<file path="src/rtl/banco_registradores_param_pkg.sv">
// banco_registradores_param_pkg: shared FSM state encoding for the register file
// Contents: estado_t (ST_IDLE = 1'b0, ST_SWEEP = 1'b1).
package banco_registradores_param_pkg;
   typedef enum logic {ST_IDLE = 1'b0, ST_SWEEP = 1'b1} estado_t;
endpackage

</file>
<file path="src/rtl/banco_registradores_param_registrador.sv">
// registrador_param: one WIDTH-bit register with load enable and synchronous clear
// Ports: clk, rst_n (async, active low), en (load d), clr (sync clear, wins over en),
//        d (load data), q (stored value).
module registrador_param #(
   parameter int WIDTH = 64
) (
   input  logic             clk,
   input  logic             rst_n,
   input  logic             en,
   input  logic             clr,
   input  logic [WIDTH-1:0] d,
   output logic [WIDTH-1:0] q
);
   always_ff @(posedge clk or negedge rst_n)
      if (!rst_n) q <= '0;
      else if (clr) q <= '0;
      else if (en) q <= d;
endmodule

</file>
<file path="src/rtl/banco_registradores_param.sv">
// banco_registradores_param: register file with handshake write port, async reads,
// optional zero register / write bypass and a one-register-per-cycle bulk clear.
// Ports: clk, rst_n (async, active low); wr_valid/wr_ready/wr_addr/wr_data write port;
//        rd_addr/rd_data packed read ports (port k at k*AW / k*WIDTH);
//        clr_req starts a sweep, clr_busy while sweeping, clr_done pulses once after.
module banco_registradores_param
   import banco_registradores_param_pkg::*;
#(
   parameter int WIDTH    = 64,
   parameter int NREGS    = 32,
   parameter int NREAD    = 2,
   parameter int ZERO_REG = 1,
   parameter int BYPASS   = 1,
   localparam int AW      = $clog2(NREGS)
) (
   input  logic                   clk,
   input  logic                   rst_n,
   input  logic                   wr_valid,
   output logic                   wr_ready,
   input  logic [AW-1:0]          wr_addr,
   input  logic [WIDTH-1:0]       wr_data,
   input  logic [NREAD*AW-1:0]    rd_addr,
   output logic [NREAD*WIDTH-1:0] rd_data,
   input  logic                   clr_req,
   output logic                   clr_busy,
   output logic                   clr_done
);
   localparam logic [AW:0]   NR   = (AW+1)'(NREGS);
   localparam logic [AW-1:0] LAST = AW'(NREGS-1);
   estado_t st, st_nx;
   logic [AW-1:0] cnt;
   logic [WIDTH-1:0] regs [NREGS];
   logic wr_keep;
   // accepted writes that actually land in a register (out of range / r0 are dropped)
   assign wr_keep = wr_valid && wr_ready && ({1'b0, wr_addr} < NR) && !(ZERO_REG != 0 && wr_addr == '0);
   for (genvar i = 0; i < NREGS; i++) begin : g_reg
      if (ZERO_REG != 0 && i == 0) begin : g_zero
         assign regs[i] = '0;
      end else begin : g_ff
         registrador_param #(.WIDTH(WIDTH)) u_reg (
            .clk   (clk),
            .rst_n (rst_n),
            .en    (wr_keep && wr_addr == AW'(i)),
            .clr   (clr_busy && cnt == AW'(i)),
            .d     (wr_data),
            .q     (regs[i])
         );
      end
   end
   for (genvar k = 0; k < NREAD; k++) begin : g_rd
      logic [AW-1:0] ra;
      logic ok, hit;
      assign ra  = rd_addr[k*AW +: AW];
      assign ok  = ({1'b0, ra} < NR) && !(ZERO_REG != 0 && ra == '0);
      assign hit = BYPASS != 0 && wr_keep && wr_addr == ra;
      assign rd_data[k*WIDTH +: WIDTH] = hit ? wr_data : ok ? regs[ra] : '0;
   end
   always_ff @(posedge clk or negedge rst_n)
      if (!rst_n) begin
         st       <= ST_IDLE;
         cnt      <= '0;
         clr_done <= 1'b0;
      end else begin
         st       <= st_nx;
         cnt      <= (st == ST_SWEEP && cnt != LAST) ? cnt + 1'b1 : '0;
         clr_done <= st == ST_SWEEP && cnt == LAST;
      end
   always_comb
      st_nx = (st == ST_IDLE) ? (clr_req ? ST_SWEEP : ST_IDLE) : (cnt == LAST ? ST_IDLE : ST_SWEEP);
   always_comb begin
      wr_ready = st == ST_IDLE;
      clr_busy = st == ST_SWEEP;
   end
endmodule

</file>
<file path="config.mk">
export PLATFORM = sky130hd
export DESIGN_NAME = banco_registradores_param
export DESIGN_NICKNAME = d
export VERILOG_FILES = /design/src/rtl/banco_registradores_param_pkg.sv /design/src/rtl/banco_registradores_param_registrador.sv /design/src/rtl/banco_registradores_param.sv
export SDC_FILE = /design/constraint.sdc
export NUM_CORES = 2
export LEC_CHECK = 0
export ABC_AREA = 0
export BUFFER_PORTS_ARGS = -buffer_cell sky130_fd_sc_hd__buf_4
export CELL_PAD_IN_SITES_DETAIL_PLACEMENT = 1
export CELL_PAD_IN_SITES_GLOBAL_PLACEMENT = 1
export CORE_UTILIZATION = 57
export DETAILED_ROUTE_END_ITERATION = 10
export PLACE_DENSITY = 0.89
export SLEW_MARGIN = 15
export SYNTH_ARGS = -nofsm -noshare
export SYNTH_HDL_FRONTEND = slang
export SYNTH_SLANG_ARGS = --single-unit
</file>
<file path="constraint.sdc">
create_clock -name clk -period 5.95 [get_ports clk]
set_input_delay 0.2975 -clock clk [delete_from_list [all_inputs] [get_ports clk]]
set_output_delay 0.2975 -clock clk [all_outputs]
set_load 0.01 [all_outputs]
</file>
==> results of run 1 <==
-- per-layer routing --
metal / track usage [%] / GRT overflow
met5: 79.7 / 1
met4: 85.4 / 84
met3: 85.2 / 36
met2: 95.0 / 69
met1: 84.0 / 24
-- cell families after synthesis --
kind of cell             Yosys count  share of synthesized area, %
AND/OR/NAND/NOR                  636                          2.79
flip-flops                      1991                          48.2
adder cells (fa/ha/maj)            6                        0.0726
AO/OA/AOI/OAI                   2642                          21.7
multiplexers                    1219                          22.5
XOR/XNOR                          12                         0.102
buffers and inverters           1109                          4.58
-- stage by stage --
stage / util (%) / hold WS, ps / instance area, µm² / setup WS (ps) / std cells
after CTS: 63.8 / 95.5 / 114000 / 1000 / 9767
after global placement: 59.3 / 341 / 106000 / 1420 / 9316
after floorplan: - / 1.91 / 103000 / 3630 / 7615
after detailed placement: 59.4 / 348 / 106000 / 1450 / 9321
-- what timing repair did --
action / in CTS
hold buffers: 66
hold endpoints to repair: 1770
gates resized for setup: 0
==> results.json, run 1 <==
{
  "run_status": "stopped before the end",
  "outcome.stop_stage": "5_1_grt",
  "error_message": "[ERROR GRT-0232] Routing congestion too high. Check the congestion heatmap in the GUI.",
  "row_count": 155,
  "register_area_share_after_synthesis_pct": 48.2,
  "cts.sinks": 1991,
  "synth_most_common_cell": "sky130_fd_sc_hd__a22o_1",
  "cts_buffers": 203,
  "buffer_ports.inserted": 213,
  "chip_height_um": 428,
  "yosys.area.top_type": "sky130_fd_sc_hd__dfrtp_1",
  "worstEndpointType": "output port",
  "syn-num-nets": 7704,
  "detailedPlacementHpwl_mm": 278,
  "cts_root_buffer": "sky130_fd_sc_hd__clkbuf_16",
  "global_route.overflow_total": 214,
  "post_cts_setup_repair_buffer_count": 0,
  "synth_area_leaders": "sky130_fd_sc_hd__dfrtp_1, sky130_fd_sc_hd__mux4_2, sky130_fd_sc_hd__a22o_1",
  "cts.htree.levels": 4,
  "synth_top_cells_by_count": "sky130_fd_sc_hd__a22o_1, sky130_fd_sc_hd__dfrtp_1, sky130_fd_sc_hd__mux4_2",
  "cts_max_path_buffers": 3,
  "synth-warning-count": 0,
  "boundaryPins": 214,
  "synth_top_flop_cell": "sky130_fd_sc_hd__dfrtp_1",
  "post_synth_inst_count": 7615,
  "synth_top_area_share_pct": 48.2,
  "synth_cell_type_count": 49,
  "avgSynthCellArea_um2": 13.6,
  "grt_start_max_net_pins": 190,
  "place.gp.congestion": 0.950,
  "post_synth_edffs": 0,
  "synth.ff_latch_count": 1991,
  "die_x_um": 428,
  "grtUsageTotal_pct": 87.6,
  "initial_core_util_pct": 57.7,
  "grt_antenna_before_repair": 149,
  "syn_std_cell_area_um2": 103000,
  "grt-worst-endpoint": "rd_data[85]",
  "async_reset_ff_share_pct": 100
}
==> run 2: changes to the inputs <==
--- a/config.mk
+++ b/config.mk
@@ -7,11 +7,9 @@
 export LEC_CHECK = 0
 export ABC_AREA = 0
 export BUFFER_PORTS_ARGS = -buffer_cell sky130_fd_sc_hd__buf_4
-export CELL_PAD_IN_SITES_DETAIL_PLACEMENT = 1
-export CELL_PAD_IN_SITES_GLOBAL_PLACEMENT = 1
-export CORE_UTILIZATION = 57
+export CORE_UTILIZATION = 40
 export DETAILED_ROUTE_END_ITERATION = 10
-export PLACE_DENSITY = 0.89
+export PLACE_DENSITY_LB_ADDON = 0.15
 export SLEW_MARGIN = 15
 export SYNTH_ARGS = -nofsm -noshare
 export SYNTH_HDL_FRONTEND = slang
==> results.json, run 2 <==
{
  "critical_path_required_ps": 5650,
  "synth-warning-count": 0,
  "syn2layout_area_growth_pct": 12.3,
  "number_of_vias_after_detailed_routing": 81800,
  "pwr_density_cell_nw_per_um2": 297,
  "per_cell_via_count_in_the_routed_design": 7.55,
  "synth_most_common_cell": "sky130_fd_sc_hd__a22o_1",
  "post-route-worst-setup-slack_ps": 996,
  "cts_tree": "yes",
  "syn_std_cell_area_um2": 103000,
  "cts.sinks": 1991,
  "critical_path.top_delay_family": "compound AO/OA/AOI/OAI gates",
  "finalSetupViolCount": 0,
  "cpPeakStageDelay_ps": 1160,
  "max-vdd-ir-drop_v": 0.000331,
  "grtUsageTotal_pct": 36.5,
  "post_synth_edffs": 0,
  "number_of_global_route_vias_before_repair": 81500,
  "rsz0062_at_grt": "false",
  "layout-drive-gt1-share_pct": 25.6,
  "hold_viol_final": 0,
  "worst-slew-pin-transition_ps": 1330,
  "globalRouteMet2Util_pct": 53.2,
  "regMostFlops": "g.g_ff.u_reg.q",
  "core_area_um2": 257000,
  "timing.max_cap.violations": 0,
  "async_reset_ff_share_pct": 100,
  "run_status": "finished clean",
  "initial_core_util_pct": 40.2,
  "mostFrequentLayoutCell": "sky130_fd_sc_hd__a22o_1",
  "buffer_ports.inserted": 213,
  "ff_latch_area_um2": 49800,
  "cts_buffers": 217,
  "first_pass_iters": 6,
  "clock_skew_ps": 48.8,
  "detailedPlacementHpwl_mm": 255,
  "max_clock_freq_mhz": 202,
  "post_synth_inst_count": 7615,
  "synth_top_area_share_pct": 48.2,
  "cellLeakagePower_uw": 0.0511,
  "crit_path_cell_trace": "nor2b_1, and4_1, nand2_2, o21ai_4, o41ai_2, buf_4",
  "relSlewSlack_pct": 11.1,
  "grt_start_max_net_pins": 173,
  "largest_register_ffs": 1984,
  "criticalPathCategory": "flip-flop to primary output",
  "endpoint_kind": "primary output",
  "drcViolationCount": 0,
  "global_route_wire_length_before_repair_mm": 668,
  "die_x_um": 510,
  "critical_path.slowest_cell": "sky130_fd_sc_hd__o41ai_2",
  "chip_height_um": 510,
  "avgSynthCellArea_um2": 13.6,
  "final_antenna_net_count": 0,
  "routedWlPerCell_um": 44.2,
  "holdWs_ps": 42.8,
  "cp_max_fo": 17,
  "boundaryPins": 214,
  "grt_antenna_before_repair": 31,
  "detail_route.wirelength_mm": 479,
  "largestRegisters": "g.g_ff.u_reg.q (1984), cnt (5)",
  "finalSetupTns_ps": 0,
  "die-area_um2": 260000,
  "busiest_layer": "met2",
  "nNetsFinal": 7334,
  "hold_class": "primary input to async pin",
  "cts.htree.levels": 4,
  "multi_input_comb_area_um2": 49500,
  "dp_slack_ps": 1770,
  "place.gp.congestion": 0.883,
  "final_cycle_share_pct": 83.3,
  "cts_max_path_buffers": 3,
  "row_count": 186,
  "synth.ff_latch_count": 1991,
  "global_route.overflow_total": 0,
  "clock_pin_slew_reported_for_the_worst_setup_and_hold_paths_after_clock_tree_synthesis_ps": 70,
  "register_area_share_after_synthesis_pct": 48.2,
  "synth_top_cells_by_count": "sky130_fd_sc_hd__a22o_1, sky130_fd_sc_hd__dfrtp_1, sky130_fd_sc_hd__mux4_2",
  "synth_cell_type_count": 49,
  "yosys.area.top_type": "sky130_fd_sc_hd__dfrtp_1",
  "most_frequent_cells_in_the_layout": "sky130_fd_sc_hd__a22o_1, sky130_fd_sc_hd__dfrtp_1, sky130_fd_sc_hd__mux4_2",
  "final_max_slew_viol_count": 0,
  "synth_top_flop_cell": "sky130_fd_sc_hd__dfrtp_1",
  "critical_path.n_buffers_inverters": 1,
  "clock_latency_ps": 890,
  "syn-num-nets": 7704,
  "synth_area_leaders": "sky130_fd_sc_hd__dfrtp_1, sky130_fd_sc_hd__mux4_2, sky130_fd_sc_hd__a22o_1",
  "detailedRoute.firstIterationViolations": 10900,
  "grt_use_met1_pct": 47.2,
  "crit_arrival_ps": 4660,
  "grtUsageMet3_pct": 12.3,
  "cts_root_buffer": "sky130_fd_sc_hd__clkbuf_16",
  "period_minus_slack_ps": 4950,
  "fillerInstances": 22600,
  "critPathLaunchType": "flip-flop"
}
## run 2: cells by family after synthesis
logic type	synth area share [%]
AOI/OAI and AO/OA	21.7
xor gates and xnor gates	0.102
adders and majority gates	0.0726
buffers and inverters	4.58
DFF	48.2
muxes	22.5
and+or+nand+nor	2.79
## run 2: metal layers
layer | wire (µm) | vias up | part of all wire, %
met5 | 277 | - | 0.058
met4 | 33600 | 24 | 7.0
met3 | 60800 | 1695 | 13
met2 | 206000 | 6619 | 43
met1 | 178000 | 43400 | 37
li1 | - | 30000 | -
## run 2: worst paths after layout
kind,from,slack (ps),cells past startpoint,to
max in group asynchronous,rst_n,3970,4,g_reg[15].g_ff.u_reg.q[5]
min,rst_n,40,2,g_reg[24].g_ff.u_reg.q[33]
max,clr_busy,1000,6,rd_data[71]
max reg2reg,clr_busy,1870,5,g_reg[22].g_ff.u_reg.q[21]
min in group clk,wr_addr[4],230,5,g_reg[31].g_ff.u_reg.q[4]
min reg2reg,g_reg[14].g_ff.u_reg.q[8],510,1,g_reg[14].g_ff.u_reg.q[8]
## run 2: area by class of cell
type,instances,share of cell area (%)
Tap cell,3384,3.65
Timing Repair Buffer,511,4.19
Antenna cell,16,0.0345
Clock inverter,87,0.988
Multi-Input combinational cell,4515,42.7
Clock buffer,314,5.48
Sequential cell,1991,42.9
Inverter,9,0.0334
## run 2: through the flow
step	power, µW	cell area [µm²]	utilization, %	instances
6_report	34500	116000	45.2	10800
5_1_grt	35200	116000	45.2	10800
3_3_place_gp	19900	108000	42.0	10300
2_1_floorplan	17400	103000	-	7615
4_1_cts	34300	116000	45.1	10800
3_5_place_dp	20000	108000	42.0	10300
## run 2: report_power, final
group	switching (µW)	internal, µW	leakage (µW)
registers	466	14100	0.0276
logic	3660	1750	0.0197
clock network	6090	8400	0.00372
total	10200	24300	0.0511
## run 2: what timing repair did
action | 4_1_cts | 5_1_grt
resized for setup | 0 | 0
setup buffers | 0 | 0
hold endpoints to repair | 2234 | 0
hold buffers | 66 | 0
Power figures use the tool's default switching activity.
